File: config.mk
export PLATFORM = sky130hd
export DESIGN_NAME = operand2_decode_stage_flat
export DESIGN_NICKNAME = d
export VERILOG_FILES = /design/src/rtl/operand2_decode_stage_pkg.sv /design/src/rtl/operand2_decode_stage_if.sv /design/src/rtl/operand2_decode_stage_op2_field_decode.sv /design/src/rtl/operand2_decode_stage.sv /design/src/flat_wrapper.sv
export SDC_FILE = /design/constraint.sdc
export NUM_CORES = 1
export LEC_CHECK = 0
export CORE_MARGIN = 2
export CORE_UTILIZATION = 40
export CTS_CLUSTER_SIZE = 16
export DETAILED_ROUTE_END_ITERATION = 16
export HOLD_SLACK_MARGIN = 0.06
export PLACE_DENSITY = 0.89
export RECOVER_POWER = 100
export SLEW_MARGIN = 20
export SYNTH_ARGS = -nofsm -noshare
export SYNTH_HDL_FRONTEND = slang
export SYNTH_SLANG_ARGS = --single-unit
File: constraint.sdc
create_clock -name clk -period 2.6 [get_ports clk]
set_input_delay 0.52 -clock clk [delete_from_list [all_inputs] [get_ports clk]]
set_output_delay 0.52 -clock clk [all_outputs]
set_load 0.01 [all_outputs]
File: src/rtl/operand2_decode_stage_pkg.sv
// operand2_decode_stage_pkg: shift codes, FSM states and operand-2 field positions
package operand2_decode_stage_pkg;
  typedef enum logic [1:0] {SH_LSL = 2'd0, SH_LSR = 2'd1, SH_ASR = 2'd2, SH_ROR = 2'd3} sh_type_e;
  typedef enum logic [1:0] {IDLE = 2'd0, RS_RD = 2'd1, HOLD = 2'd2} state_e;
  localparam int OP2_IMM8 = 0;
  localparam int OP2_REG = 4;
  localparam int OP2_TYPE = 5;
  localparam int OP2_SHAMT = 7;
  localparam int OP2_ROT = 8;
endpackage

File: src/rtl/operand2_decode_stage_if.sv
// operand2_decode_stage_if: valid/ready bus carrying shifter controls
interface operand2_decode_stage_if #(parameter int DATA_W = 32, parameter int SHAMT_W = 8) ();
  logic out_valid;
  logic out_ready;
  logic [DATA_W-1:0] sh_data;
  logic [SHAMT_W-1:0] sh_amt;
  logic [1:0] sh_type;
  logic sh_rrx;
  logic sh_carry_in;
  modport master(output out_valid, sh_data, sh_amt, sh_type, sh_rrx, sh_carry_in, input out_ready);
  modport slave(input out_valid, sh_data, sh_amt, sh_type, sh_rrx, sh_carry_in, output out_ready);
endinterface

File: src/rtl/operand2_decode_stage_op2_field_decode.sv
// op2_field_decode: operand-2 field extraction with ARM amount-0 special cases
module op2_field_decode
  import operand2_decode_stage_pkg::*;
#(
  parameter int DATA_W = 32,
  parameter int SHAMT_W = 8
) (
  input  logic              imm,
  input  logic [11:0]       op2,
  input  logic [DATA_W-1:0] rm_data,
  output logic [DATA_W-1:0] data,
  output logic [SHAMT_W-1:0] amt,
  output sh_type_e          typ,
  output logic              rrx,
  output logic              reg_shift
);
  logic [4:0] amt5;
  logic zero_amt;
  always_comb begin
    amt5 = op2[OP2_SHAMT +: 5];
    zero_amt = (amt5 == 5'd0);
    reg_shift = ~imm & op2[OP2_REG];
    typ = imm ? SH_ROR : sh_type_e'(op2[OP2_TYPE +: 2]);
    data = imm ? DATA_W'(op2[OP2_IMM8 +: 8]) : rm_data;
    // ROR #0 encodes RRX; LSR/ASR #0 encode a full-width shift
    rrx = ~imm & ~op2[OP2_REG] & zero_amt & (typ == SH_ROR);
    amt = imm ? SHAMT_W'({op2[OP2_ROT +: 4], 1'b0}) :
          reg_shift ? '0 :
          rrx ? SHAMT_W'(1) :
          (zero_amt & ((typ == SH_LSR) | (typ == SH_ASR))) ? SHAMT_W'(DATA_W) :
          SHAMT_W'(amt5);
  end
endmodule

File: src/rtl/operand2_decode_stage.sv
// operand2_decode_stage: decodes operand 2 and registers barrel-shifter controls, fetching Rs for register shifts
module operand2_decode_stage
  import operand2_decode_stage_pkg::*;
#(
  parameter int DATA_W = 32,
  parameter int SHAMT_W = 8
) (
  input  logic              clk,
  input  logic              rst,
  input  logic              flush,
  input  logic              in_valid,
  output logic              in_ready,
  input  logic [11:0]       in_op2,
  input  logic              in_imm,
  input  logic [DATA_W-1:0] in_rm_data,
  input  logic              in_carry,
  output logic              rf_re,
  output logic [3:0]        rf_raddr,
  input  logic [DATA_W-1:0] rf_rdata,
  operand2_decode_stage_if.master sh
);
  state_e state;
  logic accept;
  logic [DATA_W-1:0] dec_data;
  logic [SHAMT_W-1:0] dec_amt;
  sh_type_e dec_type;
  logic dec_rrx;
  logic dec_reg;
  logic unused_rdata;
  assign unused_rdata = ^rf_rdata[DATA_W-1:SHAMT_W];
  assign in_ready = (state == IDLE) | ((state == HOLD) & sh.out_ready);
  assign accept = in_valid & in_ready & ~flush;
  op2_field_decode #(.DATA_W(DATA_W), .SHAMT_W(SHAMT_W)) u_dec (
    .imm(in_imm),
    .op2(in_op2),
    .rm_data(in_rm_data),
    .data(dec_data),
    .amt(dec_amt),
    .typ(dec_type),
    .rrx(dec_rrx),
    .reg_shift(dec_reg)
  );
  always_ff @(posedge clk) begin
    if (rst) begin
      state <= IDLE;
      sh.out_valid <= 1'b0;
      rf_re <= 1'b0;
      rf_raddr <= '0;
      sh.sh_data <= '0;
      sh.sh_amt <= '0;
      sh.sh_type <= '0;
      sh.sh_rrx <= 1'b0;
      sh.sh_carry_in <= 1'b0;
    end else if (flush) begin
      state <= IDLE;
      sh.out_valid <= 1'b0;
      rf_re <= 1'b0;
      rf_raddr <= '0;
    end else if (accept) begin
      state <= dec_reg ? RS_RD : HOLD;
      sh.out_valid <= ~dec_reg;
      rf_re <= dec_reg;
      rf_raddr <= dec_reg ? in_op2[OP2_ROT +: 4] : 4'd0;
      sh.sh_data <= dec_data;
      sh.sh_amt <= dec_amt;
      sh.sh_type <= dec_type;
      sh.sh_rrx <= dec_rrx;
      sh.sh_carry_in <= in_carry;
    end else if (state == RS_RD) begin
      state <= HOLD;
      sh.out_valid <= 1'b1;
      rf_re <= 1'b0;
      rf_raddr <= '0;
      sh.sh_amt <= rf_rdata[SHAMT_W-1:0];
    end else if ((state == HOLD) & sh.out_ready) begin
      state <= IDLE;
      sh.out_valid <= 1'b0;
    end
  end
endmodule

File: src/flat_wrapper.sv
// flat-port wrapper written by rule: the top's interface ports become plain ports
module operand2_decode_stage_flat import operand2_decode_stage_pkg::*;
#(
  parameter int DATA_W = 32,
  parameter int SHAMT_W = 8
)
  (clk, rst, flush, in_valid, in_ready, in_op2, in_imm, in_rm_data, in_carry, rf_re, rf_raddr, rf_rdata, sh_out_valid, sh_sh_data, sh_sh_amt, sh_sh_type, sh_sh_rrx, sh_sh_carry_in, sh_out_ready);
  operand2_decode_stage_if #(.DATA_W(DATA_W), .SHAMT_W(SHAMT_W)) sh_i ();
  input  logic clk;
  input  logic rst;
  input  logic flush;
  input  logic in_valid;
  output logic in_ready;
  input  logic [11:0] in_op2;
  input  logic in_imm;
  input  logic [DATA_W-1:0] in_rm_data;
  input  logic in_carry;
  output logic rf_re;
  output logic [3:0] rf_raddr;
  input  logic [DATA_W-1:0] rf_rdata;
  output wire logic [$bits(sh_i.out_valid)-1:0] sh_out_valid;
  output wire logic [$bits(sh_i.sh_data)-1:0] sh_sh_data;
  output wire logic [$bits(sh_i.sh_amt)-1:0] sh_sh_amt;
  output wire logic [$bits(sh_i.sh_type)-1:0] sh_sh_type;
  output wire logic [$bits(sh_i.sh_rrx)-1:0] sh_sh_rrx;
  output wire logic [$bits(sh_i.sh_carry_in)-1:0] sh_sh_carry_in;
  input wire logic [$bits(sh_i.out_ready)-1:0] sh_out_ready;
  assign sh_out_valid = sh_i.out_valid;
  assign sh_sh_data = sh_i.sh_data;
  assign sh_sh_amt = sh_i.sh_amt;
  assign sh_sh_type = sh_i.sh_type;
  assign sh_sh_rrx = sh_i.sh_rrx;
  assign sh_sh_carry_in = sh_i.sh_carry_in;
  assign sh_i.out_ready = sh_out_ready;
  operand2_decode_stage #(.DATA_W(DATA_W), .SHAMT_W(SHAMT_W)) u_core (.clk(clk), .rst(rst), .flush(flush), .in_valid(in_valid), .in_ready(in_ready), .in_op2(in_op2), .in_imm(in_imm), .in_rm_data(in_rm_data), .in_carry(in_carry), .rf_re(rf_re), .rf_raddr(rf_raddr), .rf_rdata(rf_rdata), .sh(sh_i));
endmodule
==> results.toml, run 1 <==
[worst_setup_path]
cp.required_ps = 2080
cp_top_family = "buffers and inverters"
cp.arrival_ps = 1940
critPathMaxStageDelay_ps = 610
critical_path_class = "in2out"
r2r-start = "u_core.sh.out_valid"
critical_path_buf_inv_count = 2
crit_path_start_kind = "input pin"
crit_path_cell_trace = "dlygate4sd3_1, nor2b_4, nor2_1, clkdlybuf4s50_1"
setup.worst_path.end_class = "primary output"
crit_start = "sh_out_ready"
crit_fanout = 6
slowest_stage = "dlygate4sd3_1"

[cts]
root_buffer = "clkbuf_8"
ctsHoldBuffers = 0
ctsLongestPathBuffers = 2
cts_sinks = 51
cts_resized = 0
cts_tree = "yes"
cts_setup_buffers = 0
cts_buffers = 5
cts.clk_slew.worst_paths_ps = 80
clk_latency_ps = 300
htree_levels = 2

[grt]
antenna_found_initial = 0
grt_pass1_vias = 2046
grt_max_degree = 32
grtUsageTotal = 0.191
grt_remaining_overflow = 0
grt_pass1_wl_um = 9340

[synth]
synthesis.nets = 330
yosysWarningCount = 0
syn_area_um2 = 2170
synth_xor_area_frac = 0
synthMuxAreaShare = 0.0369
synth-seq-area-share = 0.470
synth.distinct_cells = 31
synth.most_common_cell = "dfxtp_1"
ys.flop_type = "dfxtp_1"
synth_fa_ha_area_frac = 0.00576
synth_top_family_by_area = "simple AND/OR/NAND/NOR gates"
synth_edf_count = 0
synth_top_cell_by_area = "dfxtp_1"
synthArstFlopShare = 0
netlist_top_cells_count = "dfxtp_1, nand2_1, a21oi_1"
synth-seq-cells = 51
syn_avg_cell_area_um2 = 8.83
yosys-top-cells-area = "dfxtp_1, nand3b_1, a21oi_1, nand2_1, nor2_1"
syn_inst = 246
yosys.area.top_type_share = 0.470
synth-compound-area-share = 0.157
synthSimpleGateAreaFrac = 0.278

[sta]
min_period_over_period = 0.946
tns_ps = 0
setup_violations = 0
drv_slew = 0
worst_slack_ps = 140
fmax_mhz = 406
rsz0062_at_grt = "false"
skew_ps = 7.45
worst_pin_slew_ps = 724
relSlewSlack = 0.515
period_needed_ps = 2460
hold_viol = 0

[power_and_ir_drop]
clkPwrFrac = 0.332
p_per_area_nw_per_um2 = 498
seqPwrFrac = 0.489
p_sw_frac = 0.237
ir_drop_v = 0.000388
p_int_mw = 1.30
p_sw_mw = 0.401
total_power_mw = 1.70
pwr-share-comb = 0.179
leakage_nw = 1.34

[routing]
drtAntennaViolNets = 0
wl_met3_um = 365
drcViolationCount = 0
vias = 2130
topRoutingLayerUsed = "met4"
dr_wl_met2_um = 2920
vias_per_cell = 5.08
wl_met1_um = 2530
drt-initial-drc-count = 56
wire_per_inst_um = 14.0
drtPass1Iterations = 4
finalWirelength_um = 5870

[outcome]
run_status = "finished clean"

[final_layout]
utilization = 0.659
fin_nets = 432
syn_to_final_growth_pct = 56.9
finalInstanceArea_um2 = 3410
n_antenna_cell = 0
drive_gt1_frac = 0.0688

[die]
dieArea_um2 = 6040
core_area_um2 = 5170
pin_count = 134
die_h_um = 77.7
die_w_um = 77.7
initial_core_util = 0.420
core.rowCount = 26

[placement]
port_buffers = 109
pre_cts_slack_ps = 205
hpwl_um = 4290
dpl_cell_area_um2 = 3310
gp_congestion = 0.750

[job]
maxCapViolCount = 0

[hold_path]
worstHoldPathType = "reg2reg"
min-delay-start = "u_core.sh.sh_data[27]"
path summary, 6_finish.rpt:
path | end | slack [ps] | depth (start not counted)
worst max-delay path | in_ready | 140 | 4
worst min-delay path | u_core.sh.sh_data[27] | 450 | 2
worst max register to register | u_core.sh.sh_data[2] | 770 | 5
worst min register to register | u_core.sh.sh_data[27] | 450 | 2
layout make-up:
cell class	count	area, um2
clock buffer	6	82.6
multi-input combinational	173	1030
tap	70	87.6
timing repair buffer	116	1140
clock inverter	2	35.0
fill	429	1770
sequential	51	1020
inverter	1	3.75
worst min-delay path: cells and delay by family, from the launching register on:
kind / cells / cell delay (ps)
flops: 1 / 310
compound gates: 1 / 50
simple gates: 1 / 50
cell families (layout without fill, tap and decap cells):
family                   count (synthesis)  in the layout
buffers and inverters                   22            125
adder cells (fa/ha/maj)                  1              1
multiplexers                             8              8
AND/OR/NAND/NOR                        113            113
AO/OA/AOI/OAI                           51             51
flip-flops                              51             51
per-stage QoR:
| stage | std cells | hold slack (ps) |
|---|---|---|
| global route | 419 | 469 |
| floorplan | 246 | 476 |
| global placement | 411 | 437 |
| CTS | 419 | 455 |
| finish | 419 | 449 |
| detailed placement | 411 | 443 |
layer usage:
metal	vias up	GRT usage
li1	1054	-
met1	992	0.227
met2	77	0.334
met3	7	0.0500
met4	0	0.0589
met5	-	0
power by group through the flow:
| stage | Combinational [mW] | Sequential (mW) | Clock [mW] |
|---|---|---|---|
| 3_5_place_dp | 0.321 | 0.849 | 0 |
| 2_1_floorplan | 0.121 | 0.863 | 0 |
| 3_3_place_gp | 0.314 | 0.847 | 0 |
| 4_1_cts | 0.322 | 0.831 | 0.580 |
| 5_1_grt | 0.328 | 0.834 | 0.612 |
| 6_report | 0.304 | 0.829 | 0.563 |
state kept, by name, indices dropped and copies added (netlist names):
register / cells
u_core.sh.sh_type: 2
u_core.sh.sh_rrx: 1
u_core.rf_re: 1
u_core.state: 1
u_core.sh.sh_carry_in: 1
u_core.sh.out_valid: 1
u_core.sh.sh_data: 32
u_core.sh.sh_amt: 8
u_core.rf_raddr: 4
layout by cell type, fill, tap and decap left out, drive strengths merged, types with 2 or more instances in the layout:
master         instances
nor2b                  2
mux2i                  8
a22oi                  4
nand3                  6
a21oi                 30
nor2                  29
clkbuf                 8
a211oi                 9
nand2                 33
dlygate4sd3           53
nand4                  2
nand2b                 6
nor3                   5
or2                    3
dfxtp                 51
buf                    6
clkdlybuf4s50         55
a311oi                 6
nand3b                24
(Power assumes the default switching activity.)
==> run 2: changes to the inputs <==
--- a/config.mk
+++ b/config.mk
@@ -6,13 +6,15 @@
 export NUM_CORES = 1
 export LEC_CHECK = 0
 export CORE_MARGIN = 2
-export CORE_UTILIZATION = 40
+export CORE_UTILIZATION = 37
+export CTS_CLUSTER_DIAMETER = 150
 export CTS_CLUSTER_SIZE = 16
 export DETAILED_ROUTE_END_ITERATION = 16
 export HOLD_SLACK_MARGIN = 0.06
-export PLACE_DENSITY = 0.89
+export PLACE_DENSITY = 0.83
 export RECOVER_POWER = 100
 export SLEW_MARGIN = 20
 export SYNTH_ARGS = -nofsm -noshare
 export SYNTH_HDL_FRONTEND = slang
 export SYNTH_SLANG_ARGS = --single-unit
+export TNS_END_PERCENT = 5
==> constraint.sdc (replaced) <==
create_clock -name clk -period 2.5 [get_ports clk]
set_input_delay 0.5 -clock clk [delete_from_list [all_inputs] [get_ports clk]]
set_output_delay 0.5 -clock clk [all_outputs]
set_load 0.01 [all_outputs]
==> results.toml, run 2 (synthesized netlist as in run 1, its figures left out) <==
[outcome]
run_status = "finished clean"

[worst_setup_path]
crit_top_cell = "clkdlybuf4s50_1"
r2r-start = "u_core.state[0]"
critPathMaxStageDelay_ps = 570
cp.arrival_ps = 1800
cp_top_family = "buffers and inverters"
cp.required_ps = 2000
crit_start = "sh_out_ready"
crit_path_start_kind = "input pin"
crit_fanout = 6
critical_path_class = "in2out"
setup.worst_path.end_class = "primary output"
critical_path_buf_inv_count = 2
crit_path_cell_trace = "clkdlybuf4s50_1, nor2b_4, nor2_1, clkdlybuf4s50_1"
slowest_stage = "clkdlybuf4s50_1"

[cts]
cts_resized = 0
cts_setup_buffers = 0
clk_latency_ps = 300
cts_buffers = 5
cts_sinks = 51
ctsLongestPathBuffers = 2
cts.clk_slew.worst_paths_ps = 80
htree_levels = 2
root_buffer = "clkbuf_8"
cts_tree = "yes"
ctsHoldBuffers = 0

[routing]
vias_per_cell = 4.96
vias = 2107
drtAntennaViolNets = 0
drt-initial-drc-count = 57
wire_per_inst_um = 13.8
finalWirelength_um = 5850
drtPass1Iterations = 4
drcViolationCount = 0

[final_layout]
drive_gt1_frac = 0.0767
syn_to_final_growth_pct = 56.3
multi_input_area_um2 = 1030
fin_nets = 435
regMostFlops = "u_core.sh.sh_data"
utilization = 0.609
reg_top3 = "u_core.sh.sh_data: 32 flops, u_core.sh.sh_amt: 8 flops, u_core.rf_raddr: 4 flops"
largest_reg_flops = 32
layout_commonest_cell = "clkdlybuf4s50_1"
fill_cells = 501
regArea_um2 = 1020
final_cell_mix = "clkdlybuf4s50_1, dlygate4sd3_1, dfxtp_1, nand2_1, a21oi_1"

[hold_path]
worstHoldPathType = "reg2reg"
min-delay-start = "u_core.sh.sh_data[23]"

[die]
die_w_um = 80.6
initial_core_util = 0.390
core.rowCount = 27
die_h_um = 80.6
dieArea_um2 = 6500
pin_count = 134
core_area_um2 = 5570

[sta]
tns_ps = 0
setup_violations = 0
fmax_mhz = 435
skew_ps = 4.30
period_needed_ps = 2300
hold_viol = 0
worst_pin_slew_ps = 844
rsz0062_at_grt = "false"
min_period_over_period = 0.920
relSlewSlack = 0.436
drv_slew = 0

[power_and_ir_drop]
ir_drop_v = 0.000374
leakage_nw = 1.34
p_per_area_nw_per_um2 = 497

[placement]
port_buffers = 109
gp_congestion = 0.736
hpwl_um = 4390

[grt]
grtUsageTotal = 0.185
grt_pass1_vias = 2008
grt_remaining_overflow = 0
antenna_found_initial = 0
grt_max_degree = 30
grt_pass1_wl_um = 9340

[job]
maxCapViolCount = 0
-- run 2: final cells by class --
type,count,area share
repair buffers,119,0.338
multi-input cells,173,0.304
flip-flops and latches,51,0.301
clock buffers,8,0.0295
well taps,72,0.0265
inverters,1,0.00111
diodes,1,0.000737
-- run 2: routing by layer --
layer | track usage | vias to the layer above | wire length, um
met5 | 0 | - | 0
met4 | 0.0542 | 0 | 39
met3 | 0.0494 | 4 | 427
met2 | 0.309 | 74 | 2920
met1 | 0.232 | 966 | 2470
li1 | - | 1063 | -
-- run 2: path summary, 6_finish.rpt --
path / to / slack, ps / depth (start not counted)
hold / removal: u_core.sh.sh_data[23] / 450 / 2
hold reg to reg: u_core.sh.sh_data[23] / 450 / 2
setup / recovery: in_ready / 200 / 4
setup reg to reg: u_core.sh.sh_amt[7] / 590 / 5
-- run 2: worst reg2reg max path, cell delays in order, from the launching register on --
cell	delay (ps)
dfxtp_1	550
nor2_1	110
a211oi_2	720
clkbuf_1	210
nand3_1	90
a21oi_1	160
-- run 2: report_power, final --
group | internal (mW) | switching, mW | leakage (nW)
Clock | 0.253 | 0.260 | 0.0515
Sequential | 0.845 | 0.0162 | 0.416
Combinational | 0.177 | 0.136 | 0.872
-- run 2: per-stage QoR --
stage	area (um2)	cells	setup slack (ps)	hold slack, ps	power [mW]
6_report	3400	425	200	451	1.69
5_1_grt	3390	424	132	476	1.76
4_1_cts	3420	424	181	457	1.72
3_5_place_dp	3320	416	183	444	1.22
3_3_place_gp	3320	416	204	438	1.21
2_1_floorplan	2170	246	724	476	1.02
==> run 3: changes to the inputs <==
--- a/config.mk
+++ b/config.mk
@@ -5,13 +5,15 @@
 export SDC_FILE = /design/constraint.sdc
 export NUM_CORES = 1
 export LEC_CHECK = 0
+export CORE_ASPECT_RATIO = 1.4
 export CORE_MARGIN = 2
-export CORE_UTILIZATION = 37
+export CORE_UTILIZATION = 38
+export CTS_BUF_LIST = sky130_fd_sc_hd__clkbuf_2
 export CTS_CLUSTER_DIAMETER = 150
 export CTS_CLUSTER_SIZE = 16
 export DETAILED_ROUTE_END_ITERATION = 16
 export HOLD_SLACK_MARGIN = 0.06
-export PLACE_DENSITY = 0.83
+export PLACE_DENSITY_LB_ADDON = 0.08
 export RECOVER_POWER = 100
 export SLEW_MARGIN = 20
 export SYNTH_ARGS = -nofsm -noshare
==> results.toml, run 3 (synthesized netlist as in run 1, its figures left out) <==
[sta]
hold_viol = 0
drv_slew = 0
relSlewSlack = 0.363
setup_violations = 0
rsz0062_at_grt = "false"
tns_ps = 0
fmax_mhz = 423
min_period_over_period = 0.946
worst_slack_ps = 136
period_needed_ps = 2360
worst_pin_slew_ps = 947
skew_ps = 12.8

[outcome]
run_status = "finished clean"

[power_and_ir_drop]
total_power_mw = 1.48
p_int_mw = 1.09
leakage_nw = 1.32
clkPwrFrac = 0.204
ir_drop_v = 0.000252
pwr-share-comb = 0.214
p_sw_frac = 0.266
seqPwrFrac = 0.582
p_per_area_nw_per_um2 = 445
p_sw_mw = 0.395

[grt]
grtUsageTotal = 0.187
grt_use_met1 = 0.218
grt-busiest-layer = "met2"
grt_pass1_wl_um = 9050
grt_util_met3 = 0.0469
grt_remaining_overflow = 0
grt_max_degree = 31
grt_pass1_vias = 1921
use_met2 = 0.326
antenna_found_initial = 0

[die]
core_area_um2 = 5530
pin_count = 134
die_w_um = 67.9
dieArea_um2 = 6350
core.rowCount = 32
die_h_um = 93.5
initial_core_util = 0.393

[final_layout]
regArea_um2 = 1020
stdcell_count = 419
multi_input_area_um2 = 1020
syn_to_final_growth_pct = 53.5
reg_top3 = "u_core.sh.sh_data: 32 flops, u_core.sh.sh_amt: 8 flops, u_core.rf_raddr: 4 flops"
regMostFlops = "u_core.sh.sh_data"
largest_reg_flops = 32
fill_cells = 536
final_cell_mix = "clkdlybuf4s50_1, dlygate4sd3_1, dfxtp_1, nand2_1, a21oi_1"
drive_gt1_frac = 0.0712
n_antenna_cell = 0
fin_nets = 435
layout_commonest_cell = "clkdlybuf4s50_1"

[worst_setup_path]
setup.worst_path.end_class = "primary output"
crit_start = "sh_out_ready"
slowest_stage = "dlygate4sd3_1"
reg2regPathDepth = 5
reg2reg_slack_ps = 610
cp.required_ps = 2000
critical_path_class = "in2out"
r2r-start = "u_core.sh.out_valid"
crit_path_cell_trace = "dlygate4sd3_1, nor2b_4, nor2_1, clkdlybuf4s50_1"
cp.arrival_ps = 1860
cp_top_family = "buffers and inverters"
crit_fanout = 6
critical_path_buf_inv_count = 2
path_depth = 4
critPathMaxStageDelay_ps = 620
rr_endpoint = "u_core.sh.sh_data[27]"
crit_path_start_kind = "input pin"

[cts]
htree_levels = 2
cts_resized = 0
clk_latency_ps = 410
cts.clk_slew.worst_paths_ps = 230
ctsHoldBuffers = 0
cts_tree = "yes"
cts_buffers = 5
ctsLongestPathBuffers = 2
root_buffer = "clkbuf_2"
cts_sinks = 51
cts_setup_buffers = 0

[placement]
pre_cts_slack_ps = 169
port_buffers = 109
hpwl_um = 4080
gp_congestion = 0.740
place_inst = 412

[hold_path]
whs_path_depth = 2
min_to = "u_core.sh.sh_data[31]"
min-delay-start = "u_core.sh.sh_data[31]"
worstHoldPathType = "reg2reg"

[routing]
vias_per_cell = 4.99
drt-initial-drc-count = 106
drtPass1Iterations = 4
drtAntennaViolNets = 0
wire_per_inst_um = 13.6
drcViolationCount = 0
vias = 2090
finalWirelength_um = 5700

[job]
maxCapViolCount = 0
[run 3: cell types whose count changed in the layout (fill, tap and decap cells not counted), sizes merged]
cell	previous run	this run
diode	1	0
buf	6	9
dlygate4sd3	51	52
clkdlybuf4s50	57	56
clkbuf	13	7
clkinv	0	2
[run 3: worst max path at each step]
stage	to	slack, ps
after global placement	in_ready	190
final	in_ready	140
after CTS	in_ready	170
after global routing	in_ready	70
after detailed placement	in_ready	170
after floorplan	u_core.sh.sh_amt[5]	720
[run 3: metal layers]
metal / wire [um] / share of wire
met4: 98 / 0.017
met2: 2770 / 0.49
met1: 2430 / 0.43
met5: 0 / 0
met3: 408 / 0.072
[run 3: through the flow]
step | area, um2 | util | hold slack, ps
6_report | 3330 | 0.603 | 464
3_3_place_gp | 3330 | 0.602 | 438
2_1_floorplan | 2170 | - | 476
3_5_place_dp | 3330 | 0.602 | 443
5_1_grt | 3330 | 0.603 | 480
4_1_cts | 3360 | 0.608 | 470
[run 3: power groups by stage]
stage	clock (mW)	sequential [mW]	combinational (mW)
global placement	0	0.881	0.332
finish	0.302	0.864	0.317
CTS	0.324	0.867	0.337
global route	0.351	0.869	0.347
detailed placement	0	0.882	0.336
floorplan	0	0.897	0.126
[run 3: area by class of cell]
| cell class | count | area share |
|---|---|---|
| multi-input combinational | 173 | 0.307 |
| clock buffer | 5 | 0.00750 |
| inverter | 1 | 0.00113 |
| timing repair buffer | 119 | 0.350 |
| sequential | 51 | 0.306 |
| tap | 68 | 0.0255 |
| clock inverter | 2 | 0.00263 |
[run 3: tightest hold or removal path, delay by kind of cell, from the launching register on]
| kind | cells | cell delay (ps) |
|---|---|---|
| flops | 1 | 360 |
| compound gates | 1 | 50 |
| simple gates | 1 | 50 |
